$ cat config.mk
export PLATFORM = sky130hd
export DESIGN_NAME = atmo_light_est
export DESIGN_NICKNAME = d
export VERILOG_FILES = /design/src/rtl/atmo_light_est.sv
export SDC_FILE = /design/constraint.sdc
export NUM_CORES = 1
export LEC_CHECK = 0
export BUFFER_PORTS_ARGS = -buffer_cell sky130_fd_sc_hd__buf_2
export CAP_MARGIN = 0
export CORE_ASPECT_RATIO = 1.5
export CORE_MARGIN = 2
export CORE_UTILIZATION = 58
export DETAILED_ROUTE_END_ITERATION = 8
export PLACE_DENSITY_LB_ADDON = 0.2
export SKIP_CTS_REPAIR_TIMING = 1
export SLEW_MARGIN = 20
export SYNTH_ARGS = -nofsm -noshare
export SYNTH_HDL_FRONTEND = slang
export SYNTH_SLANG_ARGS = --single-unit
$ cat constraint.sdc
create_clock -name clk -period 5.75 [get_ports clk]
set_input_delay 1.15 -clock clk [delete_from_list [all_inputs] [get_ports clk]]
set_output_delay 1.15 -clock clk [all_outputs]
set_load 0.005 [all_outputs]
$ cat src/rtl/atmo_light_est.sv
// -----------------------------------------------------------------------------
// atmo_light_est -- streaming atmospheric-light estimator.
//
// Takes one RGB window (TAPS taps per channel) per cycle and computes its
// dark channel, the minimum over every tap of every channel. Across a frame
// it keeps the window with the largest dark channel. At end of frame it
// publishes that window's per-channel minima as the atmospheric light A.
// A is held until the next frame completes.
//
// Pipeline:
//   stage 1  per-channel tap minimum (mr, mg, mb)
//   stage 2  dark = min(mr, mg, mb)
//   stage 3  running-best update and publish on eof
//
// Optional feature macro: ATMO_SUM_TIEBREAK_EN
//   defined   - when two windows have equal dark values, the window with the
//               larger mr+mg+mb wins. Equal sums keep the earlier window.
//   undefined - ties always keep the earlier window.
//
// Ports:
//   clk                  rising-edge clock
//   reset                asynchronous active-low reset
//   in_valid             window on win_* is valid this cycle
//   in_sof / in_eof      first / last window of frame (qualified by in_valid)
//   win_r/win_g/win_b    TAPS*DW bits each; tap k is at [k*DW +: DW]
//   a_r/a_g/a_b          atmospheric light of the last completed frame
//   a_dark               dark-channel value of the selected window
//   a_valid              one-cycle pulse when a_* update
//   frame_err            one-cycle pulse on a framing violation
//   busy                 a frame is open or the pipeline holds valid data
// -----------------------------------------------------------------------------
module atmo_light_est #(
    parameter int DW   = 8,
    parameter int TAPS = 9
) (
    input  logic               clk,
    input  logic               reset,
    input  logic               in_valid,
    input  logic               in_sof,
    input  logic               in_eof,
    input  logic [TAPS*DW-1:0] win_r,
    input  logic [TAPS*DW-1:0] win_g,
    input  logic [TAPS*DW-1:0] win_b,
    output logic [DW-1:0]      a_r,
    output logic [DW-1:0]      a_g,
    output logic [DW-1:0]      a_b,
    output logic [DW-1:0]      a_dark,
    output logic               a_valid,
    output logic               frame_err,
    output logic               busy
);

    function automatic logic [DW-1:0] chan_min(input logic [TAPS*DW-1:0] v);
        logic [DW-1:0] m;
        m = v[DW-1:0];
        for (int k = 1; k < TAPS; k++) begin
            if (v[k*DW +: DW] < m) m = v[k*DW +: DW];
        end
        return m;
    endfunction

    function automatic logic [DW-1:0] min3(input logic [DW-1:0] x,
                                           input logic [DW-1:0] y,
                                           input logic [DW-1:0] z);
        logic [DW-1:0] m;
        m = (x < y) ? x : y;
        return (z < m) ? z : m;
    endfunction

    // ---------------- stage 1: per-channel minima ----------------
    logic          s1_valid_q, s1_sof_q, s1_eof_q;
    logic [DW-1:0] s1_mr_q, s1_mg_q, s1_mb_q;

    // NOTE: all sequential state uses non-blocking assignments so every
    // register samples the pre-edge value of its source; blocking here would
    // collapse pipeline stages in simulation.
    always_ff @(posedge clk or negedge reset) begin
        if (!reset) begin
            s1_valid_q <= 1'b0;
            s1_sof_q   <= 1'b0;
            s1_eof_q   <= 1'b0;
            s1_mr_q    <= '0;
            s1_mg_q    <= '0;
            s1_mb_q    <= '0;
        end else begin
            s1_valid_q <= in_valid;
            s1_sof_q   <= in_valid & in_sof;
            s1_eof_q   <= in_valid & in_eof;
            // Bubbles leave the data registers untouched.
            if (in_valid) begin
                s1_mr_q <= chan_min(win_r);
                s1_mg_q <= chan_min(win_g);
                s1_mb_q <= chan_min(win_b);
            end
        end
    end

    // ---------------- stage 2: dark channel ----------------
    logic          s2_valid_q, s2_sof_q, s2_eof_q;
    logic [DW-1:0] s2_mr_q, s2_mg_q, s2_mb_q, s2_dark_q;
`ifdef ATMO_SUM_TIEBREAK_EN
    logic [DW+1:0] s2_sum_q;
`endif

    always_ff @(posedge clk or negedge reset) begin
        if (!reset) begin
            s2_valid_q <= 1'b0;
            s2_sof_q   <= 1'b0;
            s2_eof_q   <= 1'b0;
            s2_mr_q    <= '0;
            s2_mg_q    <= '0;
            s2_mb_q    <= '0;
            s2_dark_q  <= '0;
`ifdef ATMO_SUM_TIEBREAK_EN
            s2_sum_q   <= '0;
`endif
        end else begin
            s2_valid_q <= s1_valid_q;
            s2_sof_q   <= s1_sof_q;
            s2_eof_q   <= s1_eof_q;
            if (s1_valid_q) begin
                s2_mr_q   <= s1_mr_q;
                s2_mg_q   <= s1_mg_q;
                s2_mb_q   <= s1_mb_q;
                s2_dark_q <= min3(s1_mr_q, s1_mg_q, s1_mb_q);
`ifdef ATMO_SUM_TIEBREAK_EN
                s2_sum_q  <= {2'b00, s1_mr_q} + {2'b00, s1_mg_q} + {2'b00, s1_mb_q};
`endif
            end
        end
    end

    // ---------------- stage 3: running best and publish ----------------
    logic          frame_open_q, frame_open_d;
    logic [DW-1:0] best_r_q, best_g_q, best_b_q, best_dark_q;
    logic [DW-1:0] best_r_d, best_g_d, best_b_d, best_dark_d;
    logic [DW-1:0] a_r_q, a_g_q, a_b_q, a_dark_q;
    logic [DW-1:0] a_r_d, a_g_d, a_b_d, a_dark_d;
    logic          a_valid_q, a_valid_d;
    logic          frame_err_q, frame_err_d;
    logic          win_better, take;
`ifdef ATMO_SUM_TIEBREAK_EN
    logic [DW+1:0] best_sum_q, best_sum_d;
`endif

    // NOTE: every variable assigned below gets a default first, so no path
    // leaves one unassigned and no latch is inferred.
    always_comb begin
        frame_open_d = frame_open_q;
        best_r_d     = best_r_q;
        best_g_d     = best_g_q;
        best_b_d     = best_b_q;
        best_dark_d  = best_dark_q;
        a_r_d        = a_r_q;
        a_g_d        = a_g_q;
        a_b_d        = a_b_q;
        a_dark_d     = a_dark_q;
        a_valid_d    = 1'b0;
        frame_err_d  = 1'b0;
        take         = 1'b0;
`ifdef ATMO_SUM_TIEBREAK_EN
        best_sum_d   = best_sum_q;
        win_better   = (s2_dark_q > best_dark_q) ||
                       ((s2_dark_q == best_dark_q) && (s2_sum_q > best_sum_q));
`else
        // Strict compare: ties keep the earlier window.
        win_better   = (s2_dark_q > best_dark_q);
`endif

        if (s2_valid_q) begin
            if (s2_sof_q) begin
                // sof restarts unconditionally; an open frame is discarded.
                frame_err_d = frame_open_q;
                take        = 1'b1;
            end else if (frame_open_q) begin
                take        = win_better;
            end else begin
                // Window (with or without eof) outside any frame: ignored.
                frame_err_d = 1'b1;
            end

            if (s2_sof_q || frame_open_q) begin
                if (take) begin
                    best_r_d    = s2_mr_q;
                    best_g_d    = s2_mg_q;
                    best_b_d    = s2_mb_q;
                    best_dark_d = s2_dark_q;
`ifdef ATMO_SUM_TIEBREAK_EN
                    best_sum_d  = s2_sum_q;
`endif
                end
                frame_open_d = !s2_eof_q;
                if (s2_eof_q) begin
                    // Publish the best including this window.
                    a_r_d     = best_r_d;
                    a_g_d     = best_g_d;
                    a_b_d     = best_b_d;
                    a_dark_d  = best_dark_d;
                    a_valid_d = 1'b1;
                end
            end
        end
    end

    // The best registers are reset too: a reset mid-frame must leave no
    // trace of the aborted frame.
    always_ff @(posedge clk or negedge reset) begin
        if (!reset) begin
            frame_open_q <= 1'b0;
            best_r_q     <= '0;
            best_g_q     <= '0;
            best_b_q     <= '0;
            best_dark_q  <= '0;
            a_r_q        <= '0;
            a_g_q        <= '0;
            a_b_q        <= '0;
            a_dark_q     <= '0;
            a_valid_q    <= 1'b0;
            frame_err_q  <= 1'b0;
`ifdef ATMO_SUM_TIEBREAK_EN
            best_sum_q   <= '0;
`endif
        end else begin
            frame_open_q <= frame_open_d;
            best_r_q     <= best_r_d;
            best_g_q     <= best_g_d;
            best_b_q     <= best_b_d;
            best_dark_q  <= best_dark_d;
            a_r_q        <= a_r_d;
            a_g_q        <= a_g_d;
            a_b_q        <= a_b_d;
            a_dark_q     <= a_dark_d;
            a_valid_q    <= a_valid_d;
            frame_err_q  <= frame_err_d;
`ifdef ATMO_SUM_TIEBREAK_EN
            best_sum_q   <= best_sum_d;
`endif
        end
    end

    assign a_r       = a_r_q;
    assign a_g       = a_g_q;
    assign a_b       = a_b_q;
    assign a_dark    = a_dark_q;
    assign a_valid   = a_valid_q;
    assign frame_err = frame_err_q;
    assign busy      = frame_open_q | s1_valid_q | s2_valid_q;

endmodule

==> summary.txt, run 1 <==
Status: stopped before the end
Exit stage: global routing (5_1_grt)
Err: [ERROR GRT-0232] Routing congestion too high. Check the congestion heatmap in the GUI.
Asr flop ratio synth: 1.00
Die W: 128 um
Post-synthesis mux area share: 0.151
Clock tree buffer depth: 3
I/O pin cnt: 256
Leading register cell type out of synthesis: dfrtp_1
Synth area leaders: dfrtp_1, ha_1, mux2_2, mux2i_1, inv_1
Synth Register Bits: 129
TritonCTS Buffers: 25
Synth Area in Simple Gates: 0.148
Clk sinks: 129
Row cnt: 68
Yosys cell types: 88
Worst-path end type: register input
Sequential fraction of the synthesis area: 0.240
# H-tree levels: 4
Initial antenna violation count: 25
Placed cells: 2482
Placer Congestion: 0.905
Synthesized area: 0.0135 sq mm
Die Y: 191 um
Root buffer cell: clkbuf_16
PortBufs: 255
DP HPWL: 34.0 mm
Adder-cell area share of the yosys netlist: 0.159
Post-synthesis compound-gate area fraction: 0.238
Synth cell count leaders: inv_1, ha_1, nand2_1
XOR/XNOR Fraction of Synth Area: 0.00390
Number of synthesized flops with an enable pin: 0
Synth top area share: 0.240
Syn Nets: 1977
Cell with the most instances after synthesis: inv_1
Synth Instances: 1598
Warnings, synthesis: 0
Avg Cell Area, Syn: 8.43 sq um
Grt total ovfl: 13
Total track usage: 0.666
Starting Density: 0.589
Largest family of logic cells by synthesized area: compound AO/OA/AOI/OAI gates
Worst endpoint after global-route timing repair: s1_mg_q[5]$_DFFE_PN0P_/D
Area leader, netlist: dfrtp_1
Largest net degree at the start of global routing: 83
kinds of logic after synthesis:
logic type      count (synthesis)
fa+ha+maj                     174
buf+inv                       215
xor+xnor                        6
simple gates                  410
mux                           191
compound gates                473
flops                         129
layer usage:
| metal | overflow | track usage |
|---|---|---|
| met5 | 0 | 0.164 |
| met1 | 0 | 0.616 |
| met4 | 6 | 0.726 |
| met3 | 0 | 0.429 |
| met2 | 7 | 0.917 |
stage by stage:
stage	util	hold slack (ns)	cell area [sq um]	setup WS [ns]	TNS, ns
2_1_floorplan	-	0.331	14200	-8.30	-182.86
4_1_cts	0.839	0.345	19200	-8.43	-194.81
3_3_place_gp	0.809	0.332	18500	-8.28	-192.65
3_5_place_dp	0.809	0.336	18500	-8.90	-204.57
==> inputs of run 2 (changes only) <==
--- a/config.mk
+++ b/config.mk
@@ -7,11 +7,10 @@
 export LEC_CHECK = 0
 export BUFFER_PORTS_ARGS = -buffer_cell sky130_fd_sc_hd__buf_2
 export CAP_MARGIN = 0
-export CORE_ASPECT_RATIO = 1.5
 export CORE_MARGIN = 2
-export CORE_UTILIZATION = 58
+export CORE_UTILIZATION = 40
 export DETAILED_ROUTE_END_ITERATION = 8
-export PLACE_DENSITY_LB_ADDON = 0.2
+export PLACE_DENSITY_LB_ADDON = 0.15
 export SKIP_CTS_REPAIR_TIMING = 1
 export SLEW_MARGIN = 20
 export SYNTH_ARGS = -nofsm -noshare
==> run 2 against run 1 <==
Net effect:
- the flow now finishes, with violations (setup timing)
- synthesized area stayed put
- synthesized cell count is the same
==> summary.txt, run 2 <==
Starting Density: 0.404
PortBufs: 255
# H-tree levels: 4
CTS clk-pin slew, worst paths: 0.05 ns
Final instance area: 0.0221 sq mm
Critical Path RT: 6.06 ns
Max-cap violations: 0
Worst Setup SP: win_g[1]
Max stage delay on crit path: 0.45 ns
Post-DP Area: 0.0191 sq mm
DP HPWL: 33.0 mm
Worst Setup Start Kind: input pin
CP max FO: 7
Avg Cell Area, Syn: 8.43 sq um
Crit path arrival time: 14.36 ns
Final Slew Violations: 0
Slew at the pin closest to its max-slew limit: 0.978 ns
CP max stage cell: or3_4
Worst VDD drop: 0.260 mV
Row cnt: 67
Hold Path Class: register to register
Achievable frequency: 71.1 MHz
DR DRC count: 0
Pleak: 10.9 nW
Asr flop ratio synth: 1.00
DRT antenna net count: 0
I/O pin cnt: 256
Initial antenna violation count: 16
Sequential fraction of the synthesis area: 0.240
Largest delay share family, worst path: compound AO/OA/AOI/OAI gates
Synth area leaders: dfrtp_1, ha_1, mux2_2, mux2i_1, inv_1
Synth cell count leaders: inv_1, ha_1, nand2_1
PwrDens: 486 mW/mm^2
Synth Instances: 1598
Starting DRC count in detailed routing: 546
First-pass GRT wire length: 66.5 mm
Setup TNS: -183.47 ns
Clk sinks: 129
Synth top area share: 0.240
Final setup viols: 24
Hold_sp: s1_sof_q
Avg WL per Cell: 15.4 um
Cell with the most instances after synthesis: inv_1
Synthesized area: 0.0135 sq mm
TritonCTS Buffers: 17
Die W: 188 um
Final hold vios: 0
CTS tree: done
Fin crit share: 2.44
Clock tree buffer depth: 2
Layout cells sized above 1: 0.532
Routed WL: 44.0 mm
Vias/cell: 5.18
Largest net degree at the start of global routing: 81
Most frequent cells in the layout: buf_4, buf_2, inv_1, dfrtp_1, nand2_1
Worst Setup End Kind: register
Nets: 2764
Worst r2r src: s1_mg_q[1]
Status: complete, but fails checks
Area of the die: 0.0352 sq mm
Buf/Inv on CP: 11
Worst Clk Skew: 0.00566 ns
Via count: 14800
Leading register cell type out of synthesis: dfrtp_1
Clk_lat worst skew: 0.41 ns
Core area: 0.0334 sq mm
Synth Register Bits: 129
Crit Path Category: input pin to register
Number of global-route vias before repair: 14400
Total track usage: 0.223
Most frequent CP cell: a21oi_2
Commonest non-fill, non-tap cell in the layout: buf_4
Warnings, synthesis: 0
Min Tclk post-route: 14.06 ns
Placer Congestion: 0.898
First-pass iteration count of the detailed router: 8
Syn Nets: 1977
Root buffer cell: clkbuf_16
Die Y: 188 um
Area Growth Syn to Fin: 64.3%
Yosys cell types: 88
PnR worst setup slack: -8.31 ns
Max_slew headroom: 0.345
Grt total ovfl: 0
Unrepaired setup endpoints after global routing: true
Area leader, netlist: dfrtp_1
Failing checks: setup timing
Number of synthesized flops with an enable pin: 0
[run 2: layout make-up]
class,instances,area (sq um)
flip-flops and latches,129,3230
fillers,2792,11200
diodes,8,20.0
repair buffers,804,5570
clock buffers,24,512
inverters,170,681
clock inverters,5,52.6
well taps,448,561
multi-input cells,1263,11500
[run 2: path summary, 6_finish.rpt]
kind | endpoint | cells past startpoint | slack (ns)
worst max-delay path | s1_mg_q[2] | 76 | -8.31
worst min-delay path | s2_sof_q | 0 | 0.35
worst max register to register | s2_dark_q[6] | 23 | 1.01
worst min register to register | s2_sof_q | 0 | 0.35
max in group asynchronous | best_b_q[1] | 2 | 3.82
min in group asynchronous | a_dark[3] | 1 | 0.77
[run 2: power by group]
group / switching (mW) / internal [mW] / leakage (nW)
clock: 0.365 / 0.653 / 0.280
combinational: 3.72 / 4.35 / 9.04
sequential: 0.332 / 1.34 / 1.58
total: 4.41 / 6.34 / 10.9
[run 2: kinds of logic (layout without fill, tap and decap cells)]
logic type                 count (synthesis)  count (layout)  synth area share
xor gates and xnor gates                   6               6           0.00390
muxes                                    191             191             0.151
other                                      0               8                 0
buffers and inverters                    215            1003            0.0607
adders and majority gates                174             174             0.159
and+or+nand+nor                          410             415             0.148
DFF                                      129             129             0.240
AOI/OAI and AO/OA                        473             477             0.238
[run 2: metal layers]
metal,routed length (um),share of wire,track usage,vias up
met5,100,0.0023,0,-
met4,1140,0.026,0.0657,18
met3,1990,0.045,0.0485,80
met2,22000,0.50,0.394,292
met1,18800,0.43,0.273,6949
li1,-,-,-,7442
[run 2: per-stage QoR]
step | cells | setup slack (ns) | power [mW] | hold slack (ns) | utilization
after floorplan | 1598 | -8.30 | 5.72 | 0.331 | -
after global placement | 2703 | -8.70 | 8.02 | 0.339 | 0.573
after detailed placement | 2703 | -8.93 | 8.21 | 0.338 | 0.573
after CTS | 2732 | -8.55 | 9.28 | 0.350 | 0.590
after global routing | 2847 | -9.06 | 11.6 | 0.364 | 0.663
final | 2851 | -8.31 | 10.8 | 0.348 | 0.664
No activity file was read; power rests on OpenSTA's default activity.
==> inputs of run 3 (changes only) <==
--- a/config.mk
+++ b/config.mk
@@ -7,9 +7,11 @@
 export LEC_CHECK = 0
 export BUFFER_PORTS_ARGS = -buffer_cell sky130_fd_sc_hd__buf_2
 export CAP_MARGIN = 0
+export CORE_ASPECT_RATIO = 0.75
 export CORE_MARGIN = 2
 export CORE_UTILIZATION = 40
 export DETAILED_ROUTE_END_ITERATION = 8
+export MAX_ROUTING_LAYER = met4
 export PLACE_DENSITY_LB_ADDON = 0.15
 export SKIP_CTS_REPAIR_TIMING = 1
 export SLEW_MARGIN = 20
==> run 3 against run 2 <==
Net effect:
- the run still ends with setup timing left
- global-route usage up 2.0 points
- sequential power about the same
- worst setup slack worse by 0.021 ns
- sequential share of layout area increased by 0.13 points
- clock-buffer cell count decreased by 7
- first-iteration DRC count is 55% higher
- critical path depth grew 4
- utilization shrank 0.64 points
- power hardly changed
- sequential cell count did not move
==> summary.txt, run 3 (same netlist as run 2, synthesis figures left out) <==
Most frequent CP cell: a21oi_4
Crit path arrival time: 14.38 ns
Nets: 2724
Final hold vios: 0
Achievable frequency: 71.0 MHz
Via count: 14900
Largest net degree at the start of global routing: 80
Placer Congestion: 0.912
DP HPWL: 35.0 mm
Slew at the pin closest to its max-slew limit: 1.03 ns
Avg WL per Cell: 16.4 um
I/O pin cnt: 256
Clk_lat worst skew: 0.42 ns
Final setup viols: 24
Worst Setup End Kind: register
Root buffer cell: clkbuf_16
First-pass iteration count of the detailed router: 5
Clk sinks: 129
Area Growth Syn to Fin: 62.8%
Worst r2r src: s1_mr_q[1]
Total track usage: 0.244
Die Y: 163 um
Vias/cell: 5.28
First-pass GRT wire length: 68.3 mm
Final instance area: 0.0219 sq mm
Number of global-route vias before repair: 13900
Commonest non-fill, non-tap cell in the layout: buf_4
Status: complete, but fails checks
Setup WS pre-CTS: -9.24 ns
Grt total ovfl: 0
Final Slew Violations: 0
Layout cells sized above 1: 0.524
Hold Crit Depth: 0
Worst r2r dst: s2_dark_q[6]
DRT antenna net count: 0
R2r setup slk: 0.94 ns
Routed WL: 46.4 mm
Initial antenna violation count: 16
Min Tclk post-route: 14.08 ns
Critical Path RT: 6.05 ns
Max stage delay on crit path: 0.40 ns
Worst Setup Start Kind: input pin
Worst Reg2Reg Path Length in Cells: 21
Unrepaired setup endpoints after global routing: true
CTS tree: done
Total power: 10.8 mW
# H-tree levels: 4
Pleak: 10.7 nW
Max_slew headroom: 0.313
Failing checks: setup timing
Core area: 0.0334 sq mm
CP max FO: 7
Crit Path Category: input pin to register
Post-DP Area: 0.0190 sq mm
Row cnt: 58
PwrDens: 491 mW/mm^2
Largest delay share family, worst path: compound AO/OA/AOI/OAI gates
Max-cap violations: 0
PortBufs: 255
Util after Layout: 0.657
Hold Path End: s2_eof_q
TritonCTS Buffers: 17
DR DRC count: 0
Starting DRC count in detailed routing: 848
CTS clk-pin slew, worst paths: 0.06 ns
Worst VDD drop: 0.268 mV
Worst Clk Skew: 0.0110 ns
CP max stage cell: or3_4
Worst hold slack: 0.348 ns
Area of the die: 0.0352 sq mm
Fin crit share: 2.45
Clock tree buffer depth: 2
Buf/Inv on CP: 13
Most frequent cells in the layout: buf_4, buf_2, inv_1, dfrtp_1, nand2_1
Die W: 216 um
Hold_sp: s1_eof_q
PnR worst setup slack: -8.33 ns
Starting Density: 0.404
Hold Path Class: register to register
run 3: changes by cell type in the layout (fill, tap and decap cells not counted), sizes merged:
| cell | delta |
|---|---|
| a21oi | +1 |
| inv | +8 |
| buf | -41 |
| bufinv | +1 |
| clkinv | +1 |
| diode | +9 |
| or2 | -1 |
| o21a | +1 |
| clkbuf | -6 |
| o21bai | -1 |
run 3: area by class of cell:
| cell class | count | area, sq um |
|---|---|---|
| clock buffers | 17 | 425 |
| inverters | 170 | 683 |
| repair buffers | 764 | 5290 |
| clock inverters | 15 | 171 |
| flip-flops and latches | 129 | 3230 |
| diodes | 17 | 42.5 |
| well taps | 450 | 563 |
| fillers | 2765 | 11400 |
| multi-input cells | 1263 | 11500 |
run 3: how the worst max path moves through the flow:
stage	startpoint	endpoint	slack (ns)	depth (start not counted)
3_5_place_dp	win_g[1]	s1_mg_q[2]	-9.24	76
3_3_place_gp	win_g[1]	s1_mg_q[4]	-9.08	76
2_1_floorplan	win_g[9]	s1_mg_q[1]	-8.30	79
4_1_cts	win_g[1]	s1_mg_q[2]	-8.89	76
6_report	win_g[1]	s1_mg_q[2]	-8.33	80
5_1_grt	win_g[1]	s1_mg_q[7]	-8.87	80
run 3: worst reg2reg max path: stages (launching register included):
cell      delay [ns]
dfrtp_1         0.43
ha_1            0.31
a21o_1          0.16
a21o_1          0.17
a21o_1          0.16
a21o_1          0.17
a21o_1          0.18
a21o_1          0.17
a21oi_1         0.52
buf_4           0.26
nor2_1          0.05
a21oi_1         0.18
ha_1            0.27
o21a_1          0.10
o21a_1          0.16
o21a_1          0.16
o21a_1          0.16
o21a_1          0.16
o21ai_0         0.15
nand2b_1        0.29
mux2i_1         0.21
mux2_2          0.28
run 3: power breakdown:
part | total (mW) | internal [mW] | switching, mW | leakage [nW]
registers | 1.68 | 1.34 | 0.340 | 1.58
logic | 7.99 | 4.23 | 3.76 | 8.87
clock network | 1.09 | 0.652 | 0.440 | 0.292
run 3: metrics by stage:
stage | instances | TNS [ns]
finish | 2825 | -184.76
global route | 2824 | -200.44
CTS | 2713 | -195.45
detailed placement | 2681 | -204.13
global placement | 2681 | -196.43
floorplan | 1598 | -182.86
run 3: routing by layer:
layer,GRT usage,wire [um],up-vias
met5,-,0,-
met4,0.0479,622,0
met3,0.0411,2230,49
met2,0.367,21000,328
met1,0.344,22600,7143
li1,-,-,7400
==> inputs of run 4 (changes only) <==
--- a/config.mk
+++ b/config.mk
@@ -13,6 +13,7 @@
 export DETAILED_ROUTE_END_ITERATION = 8
 export MAX_ROUTING_LAYER = met4
 export PLACE_DENSITY_LB_ADDON = 0.15
+export RECOVER_POWER = 50
 export SKIP_CTS_REPAIR_TIMING = 1
 export SLEW_MARGIN = 20
 export SYNTH_ARGS = -nofsm -noshare
==> run 4 against run 3 <==
Net effect:
- the flow finishes with violations (capacitance limit, slew limit, setup timing)
- clock skew fell by 0.00089 ns
- die area unchanged
- design area is essentially flat
- routed wire length about the same
- non-clock buffer count unchanged
- fmax is 0.15% higher
- register-to-register slack worse by 0.02 ns
- sequential cell count unchanged
- critical path type unchanged
- critical endpoint unchanged
- largest cell class unchanged
==> summary.txt, run 4 (same netlist as run 2, synthesis figures left out) <==
Status: complete, but fails checks
Failing checks: capacitance limit, slew limit, setup timing
TritonCTS Buffers: 17
Buf/Inv on CP: 13
Total track usage: 0.244
Most frequent cells in the layout: buf_4, buf_2, inv_1, dfrtp_1, nand2_1
Max_slew headroom: -0.403
Clk_lat worst skew: 0.42 ns
Min Tclk post-route: 14.06 ns
Nets: 2724
DP HPWL: 35.0 mm
Final Slew Violations: 72
Area Growth Syn to Fin: 62.7%
Starting DRC count in detailed routing: 789
Max-cap violations: 2
Most frequent CP cell: a21oi_4
Worst r2r src: s1_mr_q[1]
DRT antenna net count: 0
Root buffer cell: clkbuf_16
CP max FO: 7
Worst Reg2Reg Path Length in Cells: 21
Via count: 14900
First-pass iteration count of the detailed router: 5
DR DRC count: 0
Largest delay share family, worst path: compound AO/OA/AOI/OAI gates
Row cnt: 58
Area of the die: 0.0352 sq mm
Avg WL per Cell: 16.4 um
Worst hold slack: 0.348 ns
I/O pin cnt: 256
Critical Path RT: 6.05 ns
Commonest non-fill, non-tap cell in the layout: buf_4
Starting Density: 0.404
Slew at the pin closest to its max-slew limit: 2.10 ns
Die W: 216 um
Hold Crit Depth: 0
Vias/cell: 5.28
Unrepaired setup endpoints after global routing: true
# H-tree levels: 4
PnR worst setup slack: -8.31 ns
Setup TNS: -184.63 ns
Largest net degree at the start of global routing: 80
Fin crit share: 2.44
Final setup viols: 24
Crit path arrival time: 14.36 ns
Worst VDD drop: 0.268 mV
Initial antenna violation count: 16
Hold Path Class: register to register
Worst Clk Skew: 0.0101 ns
Clk sinks: 129
First-pass GRT wire length: 68.3 mm
CTS tree: done
Hold_sp: s1_eof_q
Crit Path Category: input pin to register
Hold Path End: s2_eof_q
CP max stage cell: or3_4
Total power: 10.8 mW
Worst r2r dst: s2_dark_q[0]
R2r setup slk: 0.92 ns
Die Y: 163 um
Number of global-route vias before repair: 13900
Setup WS pre-CTS: -9.24 ns
Core area: 0.0334 sq mm
Clock tree buffer depth: 2
Max stage delay on crit path: 0.40 ns
Achievable frequency: 71.1 MHz
Routed WL: 46.4 mm
Placer Congestion: 0.912
Final hold vios: 0
Grt total ovfl: 0
PortBufs: 255
Pleak: 10.7 nW
Util after Layout: 0.657
Worst Setup Start Kind: input pin
CTS clk-pin slew, worst paths: 0.06 ns
Worst Setup End Kind: register
Layout cells sized above 1: 0.523
PwrDens: 491 mW/mm^2
## run 4: cell types whose count changed in the layout (fill, tap and decap cells not counted), sizes merged
| cell | change |
|---|---|
| buf | -3 |
| clkbuf | +3 |
## run 4: report_power, final
group          leakage [nW]  switching (mW)  internal (mW)  total (mW)
Sequential             1.58           0.340           1.34        1.68
Combinational          8.86            3.76           4.23        8.00
Clock                 0.292           0.440          0.651        1.09
## run 4: worst max-delay path by stage
stage / startpoint / endpoint / slack, ns / depth (start not counted)
4_1_cts: win_g[1] / s1_mg_q[2] / -8.89 / 76
3_5_place_dp: win_g[1] / s1_mg_q[2] / -9.24 / 76
6_report: win_g[1] / s1_mg_q[2] / -8.31 / 80
3_3_place_gp: win_g[1] / s1_mg_q[4] / -9.08 / 76
2_1_floorplan: win_g[9] / s1_mg_q[1] / -8.30 / 79
5_1_grt: win_g[1] / s1_mg_q[7] / -8.87 / 80
## run 4: layout make-up
type	instances	area [sq um]
Inverter	170	683
Multi-Input combinational cell	1263	11500
Fill cell	2770	11500
Antenna cell	17	42.5
Clock buffer	17	425
Tap cell	450	563
Sequential cell	129	3230
Timing Repair Buffer	764	5280
Clock inverter	15	171
## run 4: layer usage
layer	global-route usage	wire length (um)
met2	0.367	20900
met1	0.344	22600
met4	0.0479	658
met5	-	0
met3	0.0411	2240
## run 4: metrics by stage
step / cell area [sq um] / std cells
global placement: 19000 / 2681
global route: 21900 / 2824
CTS: 19600 / 2713
detailed placement: 19000 / 2681
floorplan: 14200 / 1598
finish: 21900 / 2825
